## config.mk

```make
export PLATFORM = sky130hd
export DESIGN_NAME = typed_fifo
export DESIGN_NICKNAME = d
export VERILOG_FILES = /design/src/rtl/typed_fifo.sv
export SDC_FILE = /design/constraint.sdc
export NUM_CORES = 1
export LEC_CHECK = 0
export CORE_MARGIN = 8
export CORE_UTILIZATION = 30
export DETAILED_ROUTE_END_ITERATION = 10
export PLACE_DENSITY_LB_ADDON = 0.05
export SLEW_MARGIN = 25
export SYNTH_ARGS = -nofsm -noshare
export SYNTH_HDL_FRONTEND = slang
export SYNTH_SLANG_ARGS = --single-unit
```

## constraint.sdc

```tcl
create_clock -name clk -period 7.2 [get_ports clk]
set_input_delay 2.16 -clock clk [delete_from_list [all_inputs] [get_ports clk]]
set_output_delay 2.16 -clock clk [all_outputs]
set_load 0.03 [all_outputs]
```

## src/rtl/typed_fifo.sv

```systemverilog
// typed_fifo: first-word-fall-through FIFO carrying an arbitrary element type.
// Occupancy is tracked explicitly, so DEPTH need not be a power of two.
module typed_fifo #(
  parameter type T = bit [7:0],
  parameter int DEPTH = 8,
  localparam int CW = $clog2(DEPTH + 1),
  parameter bit [CW-1:0] AFULL = CW'(DEPTH - 1),
  parameter bit [CW-1:0] AEMPTY = CW'(1)
) (
  input  logic          clk,
  input  logic          rst_n,
  input  logic          flush,
  input  T              in_data,
  input  logic          in_valid,
  output logic          in_ready,
  output T              out_data,
  output logic          out_valid,
  input  logic          out_ready,
  output logic [CW-1:0] count,
  output logic          almost_full,
  output logic          almost_empty
);

  localparam int PW = (DEPTH > 1) ? $clog2(DEPTH) : 1;
  localparam logic [PW-1:0] LAST = PW'(DEPTH - 1);
  localparam logic [CW-1:0] FULLC = CW'(DEPTH);

  T              r_mem [DEPTH];
  logic [PW-1:0] r_wptr;
  logic [PW-1:0] r_rptr;
  logic [CW-1:0] r_count;
  logic          r_afull;
  logic          r_aempty;

  logic          w_push;
  logic          w_pop;
  logic [CW-1:0] w_cnt_nxt;
  logic [PW-1:0] w_wptr_inc;
  logic [PW-1:0] w_rptr_inc;

  // Status outputs come straight from registered state only.
  assign in_ready     = (r_count != FULLC);
  assign out_valid    = (r_count != '0);
  assign out_data     = r_mem[r_rptr];
  assign count        = r_count;
  assign almost_full  = r_afull;
  assign almost_empty = r_aempty;

  assign w_push = in_valid && in_ready;
  assign w_pop  = out_valid && out_ready;

  assign w_wptr_inc = (r_wptr == LAST) ? '0 : r_wptr + PW'(1);
  assign w_rptr_inc = (r_rptr == LAST) ? '0 : r_rptr + PW'(1);

  // Next occupancy; flush wins over any handshake in the same cycle.
  always_comb begin
    w_cnt_nxt = r_count;
    if (flush) begin
      w_cnt_nxt = '0;
    end else begin
      unique case ({w_push, w_pop})
        2'b10:   w_cnt_nxt = r_count + CW'(1);
        2'b01:   w_cnt_nxt = r_count - CW'(1);
        default: w_cnt_nxt = r_count;
      endcase
    end
  end

  // Pointers, occupancy and threshold flags, all from the next count.
  always_ff @(posedge clk) begin
    if (!rst_n) begin
      r_wptr   <= '0;
      r_rptr   <= '0;
      r_count  <= '0;
      r_afull  <= (AFULL == '0);
      r_aempty <= 1'b1;
    end else begin
      if (flush) begin
        r_wptr <= '0;
        r_rptr <= '0;
      end else begin
        if (w_push) r_wptr <= w_wptr_inc;
        if (w_pop)  r_rptr <= w_rptr_inc;
      end
      r_count  <= w_cnt_nxt;
      r_afull  <= (w_cnt_nxt >= AFULL);
      r_aempty <= (w_cnt_nxt <= AEMPTY);
    end
  end

  // Storage is never cleared; only pointers define what is live.
  always_ff @(posedge clk) begin
    if (rst_n && !flush && w_push) r_mem[r_wptr] <= in_data;
  end

endmodule

```

==> reports/metrics.cfg, run 1 <==
[status]
status = complete, no violations

[floorplan]
rows = 38
die_area_sq_mm = 0.0143
die-width_um = 120
io_pins = 29
die_y_um = 120
coreArea_sq_mm = 0.0107
initial_core_util = 0.303

[global_routing]
met1_usage = 0.114
grt_pass1_vias = 1818
grt_use_met2 = 0.154
grt.total_usage = 0.0956
grt_max_degree = 17
grt_pass1_wl_mm = 10.1
antenna_found_initial = 0
grt_use_met3 = 0.0207
busiest_layer = met2
grt.overflow.total = 0

[drt]
totalWireLength_mm = 6.43
num_vias = 1643
drc = 0
drt_iter0_markers = 76
antenna_left = 0
drtPass1Iterations = 4
viasPerCell = 4.65
drt-wirelength-per-cell_um = 18.2

[critical_path]
slowest_delay_ns = 0.96
slowest_stage = dfxtp_1
worstPathRequired_ns = 5.04
rr_startpoint = count[0]
cp-end-kind = output port
crit_path_start_kind = register
cp.arrival_ns = 2.85
reg2reg_slack_ns = 4.37
crit_chain = mux4_1 > mux2_2 > clkdlybuf4s50_1
path_class = register to output port
worstPathMaxFanout = 16

[place]
hpwl_mm = 4.16
port_buffers = 28
gp_congestion = 0.776
dp_slack_ns = 2.50

[synth]
yosysTopAreaCell = edfxtp_1
yosys.area_share.simple = 0.0643
synthDominantCellAreaShare = 0.595
synth_adder_area_share = 0.0333
synth_area_per_cell_sq_um = 18.5
synthesis.nets = 196
synth_seq_cells = 79
synth-edff-count = 64
synthCells = 175
synth.distinct_cells = 32
muxShareOfSynthArea = 0.164
yosys-top-cells-area = edfxtp_1 (60%), mux4_1 (13%), dfxtp_1 (9.3%)
synth-xor-area-share = 0.00814
synth_top_family_by_area = multiplexers
yosys_warnings = 0
synth_seq_area_share = 0.688
syn_area_sq_mm = 0.00323
async_reset_ff_frac = 0
synth_flop_cell = edfxtp_1
synth-compound-area-share = 0.0221

[cells_and_area]
layout_commonest_cell = edfxtp_1
layout.nets = 229
seq_area_sq_mm = 0.00222
final_util = 0.363
antennaDiodeCount = 0
multi_input_area_sq_um = 956
fill_cells = 1038
areaGrowthSynthToFinish_pct = 19.7
drive_gt1_frac = 0.146
layout_common_cells = edfxtp_1 (64), clkdlybuf4s50_1 (28), mux4_1 (16), dfxtp_1 (15), clkbuf_8 (9)

[cts]
cts_resized = 0
cts_made_buffers = 9
cts_tree = built
htreeDepth = 3
clock_latency_ns = 0.35
cts.path.max_buffers = 2
clk_pin_slew_ns = 0.08
postCtsHoldBufs = 0
clock_sinks = 79
post_cts_buffers = 0
clockRootBuffer = clkbuf_8

[power_and_ir_drop]
p_sw_frac = 0.219
clockPowerShare = 0.376
power_frac_seq = 0.541
power_density_mw_per_mm2 = 242
p_int_w = 0.000729
power.total_w = 0.000934
power_switching_w = 0.000205
ir_drop_uv = 78.7
pwr-share-comb = 0.083
power.leakage_nw = 1.27

[worst_hold_path]
hold_path_startpoint = r_rptr[2]
hold_path_class = register to register

[timing]
holdWs_ns = 0.500
worstMarginPinSlew_ns = 0.966
finalCritPeriodShare = 0.696
fmax_mhz = 199
fin_skew_ns = 0.0111
slew_headroom = 0.355
finalSetupViolations = 0
fin_setup_tns_ns = 0
fin_ws_ns = 2.19
fin_crit_ns = 5.01
hold_viol = 0
rsz0062_at_grt = false
slew_viol_final = 0

[run]
maxCapViolCount = 0

[sequential cells by signal, summed over array words and instances, names as in the netlist, named ones only]
signal        cells
r_mem            64
count             4
r_rptr            3
r_wptr            3
almost_empty      1
almost_full       1
[layout make-up]
cell class | instances | share of cell area
tap | 140 | 0.0453
inverter | 3 | 0.00291
sequential | 79 | 0.575
clock inverter | 6 | 0.0220
timing repair buffer | 29 | 0.0745
multi-input combinational | 86 | 0.247
clock buffer | 10 | 0.0330
[per-stage QoR]
| step | cells | area (sq um) |
|---|---|---|
| 2_1_floorplan | 175 | 3230 |
| 6_report | 353 | 3860 |
| 4_1_cts | 353 | 3860 |
| 3_3_place_gp | 337 | 3640 |
| 3_5_place_dp | 337 | 3650 |
| 5_1_grt | 353 | 3860 |
[kinds of logic (layout without fill, tap and decap cells)]
family	after synthesis	in the layout
AOI/OAI and AO/OA	11	11
xor gates and xnor gates	3	3
adders and majority gates	8	8
buffers and inverters	10	48
DFF	79	79
muxes	26	26
and+or+nand+nor	38	38
[power by group through the flow]
| stage | registers, W | logic [W] | clock network [W] |
|---|---|---|---|
| global route | 0.000506 | 0.0000827 | 0.000379 |
| detailed placement | 0.000516 | 0.0000779 | 0 |
| finish | 0.000505 | 0.0000771 | 0.000351 |
| global placement | 0.000516 | 0.0000760 | 0 |
| CTS | 0.000505 | 0.0000784 | 0.000364 |
| floorplan | 0.000518 | 0.0000443 | 0 |
[synthesized netlist by cell type, types with 2 or more instances]
master,count
edfxtp_1,64
mux4_1,16
dfxtp_1,15
nor2_1,10
mux2_2,8
nand2_1,8
a21oi_1,7
ha_1,7
or3_1,4
inv_1,3
nand2b_1,3
nand3_1,3
nor3_1,3
buf_2,2
clkbuf_1,2
mux2i_1,2
nand4b_1,2
xor2_1,2
[layer usage]
metal,routed length (um),vias to the layer above
li1,-,775
met1,2900,826
met2,3150,28
met3,182,14
met4,187,0
met5,0,-
[path summary, 6_finish.rpt]
kind,to,cells after the start
max,out_data[2],3
max reg2reg,almost_empty,9
min reg2reg,register,2
min,register,2
[worst max-delay path: cells and delay by family (launching register included)]
family	cells	cell delay (ns)
flip-flops	1	0.96
buffers and inverters	1	0.59
multiplexers	2	0.96
Note: power is estimated with default switching activity, not from simulation.
==> inputs of run 2 (changes only) <==
==> constraint.sdc (replaced) <==
create_clock -name clk -period 4.3 [get_ports clk]
set_input_delay 1.29 -clock clk [delete_from_list [all_inputs] [get_ports clk]]
set_output_delay 1.29 -clock clk [all_outputs]
set_load 0.03 [all_outputs]
==> run 2 against run 1 <==
Sequential share of layout area shrank 0.64 points. Final cell count grew 2.8%. Sequential power grew 67%. Worst setup slack lost 1.7 ns. Via count grew 2.1%. Global-route usage grew 0.44 points. Critical path type unchanged. Largest power group unchanged.
==> reports/metrics.cfg, run 2 (same netlist as run 1, synthesis figures left out) <==
[timing]
fin_skew_ns = 0.0112
hold_viol = 0
fin_crit_ns = 3.78
finalSetupViolations = 0
rsz0062_at_grt = false
slew_viol_final = 0
finalCritPeriodShare = 0.880
fmax_mhz = 264
slew_headroom = 0.626
holdWs_ns = 0.500
fin_setup_tns_ns = 0
worstMarginPinSlew_ns = 0.561

[global_routing]
grt_max_degree = 17
grt_pass1_vias = 1799
antenna_found_initial = 0
grt_pass1_wl_mm = 10.5
grt.overflow.total = 0
grt.total_usage = 0.100

[cts]
clock_latency_ns = 0.35
clockRootBuffer = clkbuf_8
postCtsHoldBufs = 0
clk_pin_slew_ns = 0.08
post_cts_buffers = 0
cts_resized = 0
cts.path.max_buffers = 2
htreeDepth = 3
cts_made_buffers = 9
cts_tree = built
clock_sinks = 79

[cells_and_area]
layout_commonest_cell = edfxtp_1
post_layout_nonfiller_instances = 363
antennaDiodeCount = 0
largest-register = r_mem
largest_register_ffs = 64
layout.nets = 239
final_util = 0.367
fill_cells = 1007
layout_common_cells = edfxtp_1 (64), clkdlybuf4s50_1 (28), mux4_1 (16), dfxtp_1 (15), buf_4 (11)
areaGrowthSynthToFinish_pct = 21.0
drive_gt1_frac = 0.170

[power_and_ir_drop]
power.leakage_nw = 1.32
power_density_mw_per_mm2 = 390
ir_drop_uv = 169

[drt]
drc = 0
drt-wirelength-per-cell_um = 18.7
totalWireLength_mm = 6.78
viasPerCell = 4.62
drtPass1Iterations = 4
drt_iter0_markers = 85
antenna_left = 0
num_vias = 1677

[critical_path]
crit_path_start_kind = register
worstPathRequired_ns = 3.01
reg2reg_slack_ns = 1.57
cp-end-kind = output port
path_class = register to output port
worstPathMaxFanout = 16
cp.arrival_ns = 2.49
rr_startpoint = count[0]

[floorplan]
initial_core_util = 0.303
die-width_um = 120
io_pins = 29
die_area_sq_mm = 0.0143
die_y_um = 120
rows = 38
coreArea_sq_mm = 0.0107

[status]
status = complete, no violations

[run]
maxCapViolCount = 0

[place]
gp_congestion = 0.783
dp.cells = 347
port_buffers = 28
hpwl_mm = 4.48

[worst_hold_path]
hold_path_class = register to register
hold_path_startpoint = r_rptr[2]

-- run 2: cell count changes in the layout (fill, tap and decap cells not counted) --
cell,previous run,this run
bufinv_16,2,1
nor2_1,7,10
clkinv_2,1,2
clkbuf_1,1,0
nor3_2,1,0
inv_6,0,2
nor2_2,3,0
buf_4,1,11
clkinvlp_4,1,0
nor3_1,2,3
-- run 2: area by class of cell --
type	count	area, sq um	area share
Tap cell	140	175	0.0448
Multi-Input combinational cell	86	943	0.241
Timing Repair Buffer	39	363	0.0928
Sequential cell	79	2220	0.569
Clock inverter	7	70.1	0.0179
Inverter	3	11.3	0.00288
Clock buffer	9	124	0.0317
-- run 2: final timing paths --
| path | cells past startpoint | end |
|---|---|---|
| hold reg to reg | 2 | r_rptr[2] |
| hold / removal | 2 | r_rptr[2] |
| setup reg to reg | 9 | almost_empty |
| setup / recovery | 4 | out_data[0] |
-- run 2: through the flow --
step | cell area, sq um | total power, W | setup slack (ns)
floorplan | 3230 | 0.000942 | 1.30
global placement | 3710 | 0.000995 | 0.872
detailed placement | 3710 | 0.000998 | 0.823
CTS | 3910 | 0.00155 | 0.472
global route | 3910 | 0.00159 | 0.429
finish | 3910 | 0.00153 | 0.515
-- run 2: metal layers --
metal  global-route usage  part of all wire
met5                    0                 0
met4               0.0445             0.015
met3               0.0282             0.037
met2                0.152              0.46
met1                0.130              0.48
-- run 2: worst max-delay path: stages (launching register included) --
cell and delay [ns]:
dfxtp_1 0.31, buf_4 0.30, mux4_1 0.64, mux2_2 0.29
clkdlybuf4s50_1 0.60
-- run 2: report_power, final --
group / internal [W] / leakage (nW) / switching [W]
clock: 0.000269 / 0.101 / 0.000278
combinational: 0.0000627 / 0.522 / 0.0000739
sequential: 0.000834 / 0.698 / 0.00000801
==> inputs of run 3 (changes only) <==
--- a/config.mk
+++ b/config.mk
@@ -7,9 +7,10 @@
 export LEC_CHECK = 0
 export CORE_MARGIN = 8
 export CORE_UTILIZATION = 30
+export CTS_BUF_LIST = sky130_fd_sc_hd__clkbuf_16
 export DETAILED_ROUTE_END_ITERATION = 10
 export PLACE_DENSITY_LB_ADDON = 0.05
-export SLEW_MARGIN = 25
 export SYNTH_ARGS = -nofsm -noshare
 export SYNTH_HDL_FRONTEND = slang
 export SYNTH_SLANG_ARGS = --single-unit
+export TNS_END_PERCENT = 100
==> run 3 against run 2 <==
Power rose by 14%. Via count rose by 0.24%. Maximum frequency rose by 0.44%. Sequential power barely moved. First-iteration DRC count fell by 8.2%. Final cell count did not move. Final area rose by 2.6%. Register-to-register slack barely moved. Non-clock buffer count did not move. Critical endpoint unchanged. Largest cell class unchanged.
==> reports/metrics.cfg, run 3 (same netlist as run 1, synthesis figures left out) <==
[status]
status = complete, no violations

[drt]
num_vias = 1681
drtPass1Iterations = 4
drt_iter0_markers = 78
antenna_left = 0
drt-wirelength-per-cell_um = 18.7
drc = 0
totalWireLength_mm = 6.80
viasPerCell = 4.63

[power_and_ir_drop]
ir_drop_uv = 208
power.leakage_nw = 1.37
power_density_mw_per_mm2 = 433
power.total_w = 0.00173

[timing]
fin_skew_ns = 0.00426
fin_crit_ns = 3.77
worstMarginPinSlew_ns = 0.561
finalSetupViolations = 0
slew_viol_final = 0
fmax_mhz = 265
hold_viol = 0
finalCritPeriodShare = 0.876
slew_headroom = 0.626
rsz0062_at_grt = false
fin_setup_tns_ns = 0

[critical_path]
crit_path_start_kind = register
cp.arrival_ns = 2.48
rr_endpoint = almost_empty
rr_startpoint = count[0]
endpoint = out_data[0]
worstPathMaxFanout = 16
reg2reg_slack_ns = 1.57
cp-end-kind = output port
path_class = register to output port
worstPathRequired_ns = 3.01
r2r_cells = 9

[cts]
clock_latency_ns = 0.33
cts.path.max_buffers = 2
cts_resized = 0
clock_sinks = 79
cts_made_buffers = 9
postCtsHoldBufs = 0
cts_tree = built
clk_pin_slew_ns = 0.06
htreeDepth = 3
post_cts_buffers = 0
clockRootBuffer = clkbuf_16

[global_routing]
grt.total_usage = 0.100
grt_pass1_wl_mm = 10.5
grt_max_degree = 17
grt_pass1_vias = 1793
antenna_found_initial = 0
grt.overflow.total = 0

[floorplan]
initial_core_util = 0.303
rows = 38
die_y_um = 120
die_area_sq_mm = 0.0143
coreArea_sq_mm = 0.0107
die-width_um = 120
io_pins = 29

[place]
hpwl_mm = 4.48
gp_congestion = 0.783
dp.cells = 347
port_buffers = 28

[cells_and_area]
post_layout_nonfiller_instances = 363
areaGrowthSynthToFinish_pct = 24.2
fill_cells = 997
largest_register_ffs = 64
layout_commonest_cell = edfxtp_1
largest-register = r_mem
antennaDiodeCount = 0
final_util = 0.377
layout_common_cells = edfxtp_1 (64), clkdlybuf4s50_1 (28), mux4_1 (16), dfxtp_1 (15), buf_4 (11)
drive_gt1_frac = 0.170
layout.nets = 239

[worst_hold_path]
hold_path_class = register to register
hold_path_startpoint = r_rptr[2]

[run]
maxCapViolCount = 0

==> run 3: cell types whose count changed in the layout (fill, tap and decap cells not counted) <==
cell       previous run  this run
clkbuf_8              9         0
clkbuf_16             0         9
==> run 3: metrics by stage <==
step	hold slack, ns	setup slack (ns)	cell area [sq um]
global placement	0.477	0.872	3710
detailed placement	0.484	0.823	3710
CTS	0.493	0.508	4010
floorplan	0.450	1.30	3230
finish	0.497	0.532	4010
global route	0.539	0.466	4010
==> run 3: worst max-delay path, stage by stage (launching register included) <==
cell and delay [ns]:
dfxtp_1 0.31, buf_4 0.30, mux4_1 0.65, mux2_2 0.30, clkdlybuf4s50_1 0.60
==> run 3: metal layers <==
layer	global-route usage	wire [um]
met1	0.130	3280
met2	0.152	3130
met5	0	0
met4	0.0445	106
met3	0.0296	282
==> run 3: worst min path at each step <==
stage,cells after the start,to
global placement,2,r_rptr[1]
finish,2,r_rptr[2]
detailed placement,2,register
CTS,2,r_rptr[1]
floorplan,2,register
global route,2,register
==> run 3: layout make-up <==
cell class,count,area (sq um),share of cell area
Sequential cell,79,2220,0.554
Inverter,3,11.3,0.00281
Timing Repair Buffer,39,363,0.0905
Multi-Input combinational cell,86,943,0.235
Clock inverter,7,70.1,0.0175
Clock buffer,9,225,0.0562
Tap cell,140,175,0.0437
==> run 3: power breakdown <==
group	total, W	internal (W)	switching [W]
clock	0.000755	0.000450	0.000304
combinational	0.000137	0.0000627	0.0000740
sequential	0.000843	0.000835	0.00000800
total	0.00173	0.00135	0.000386
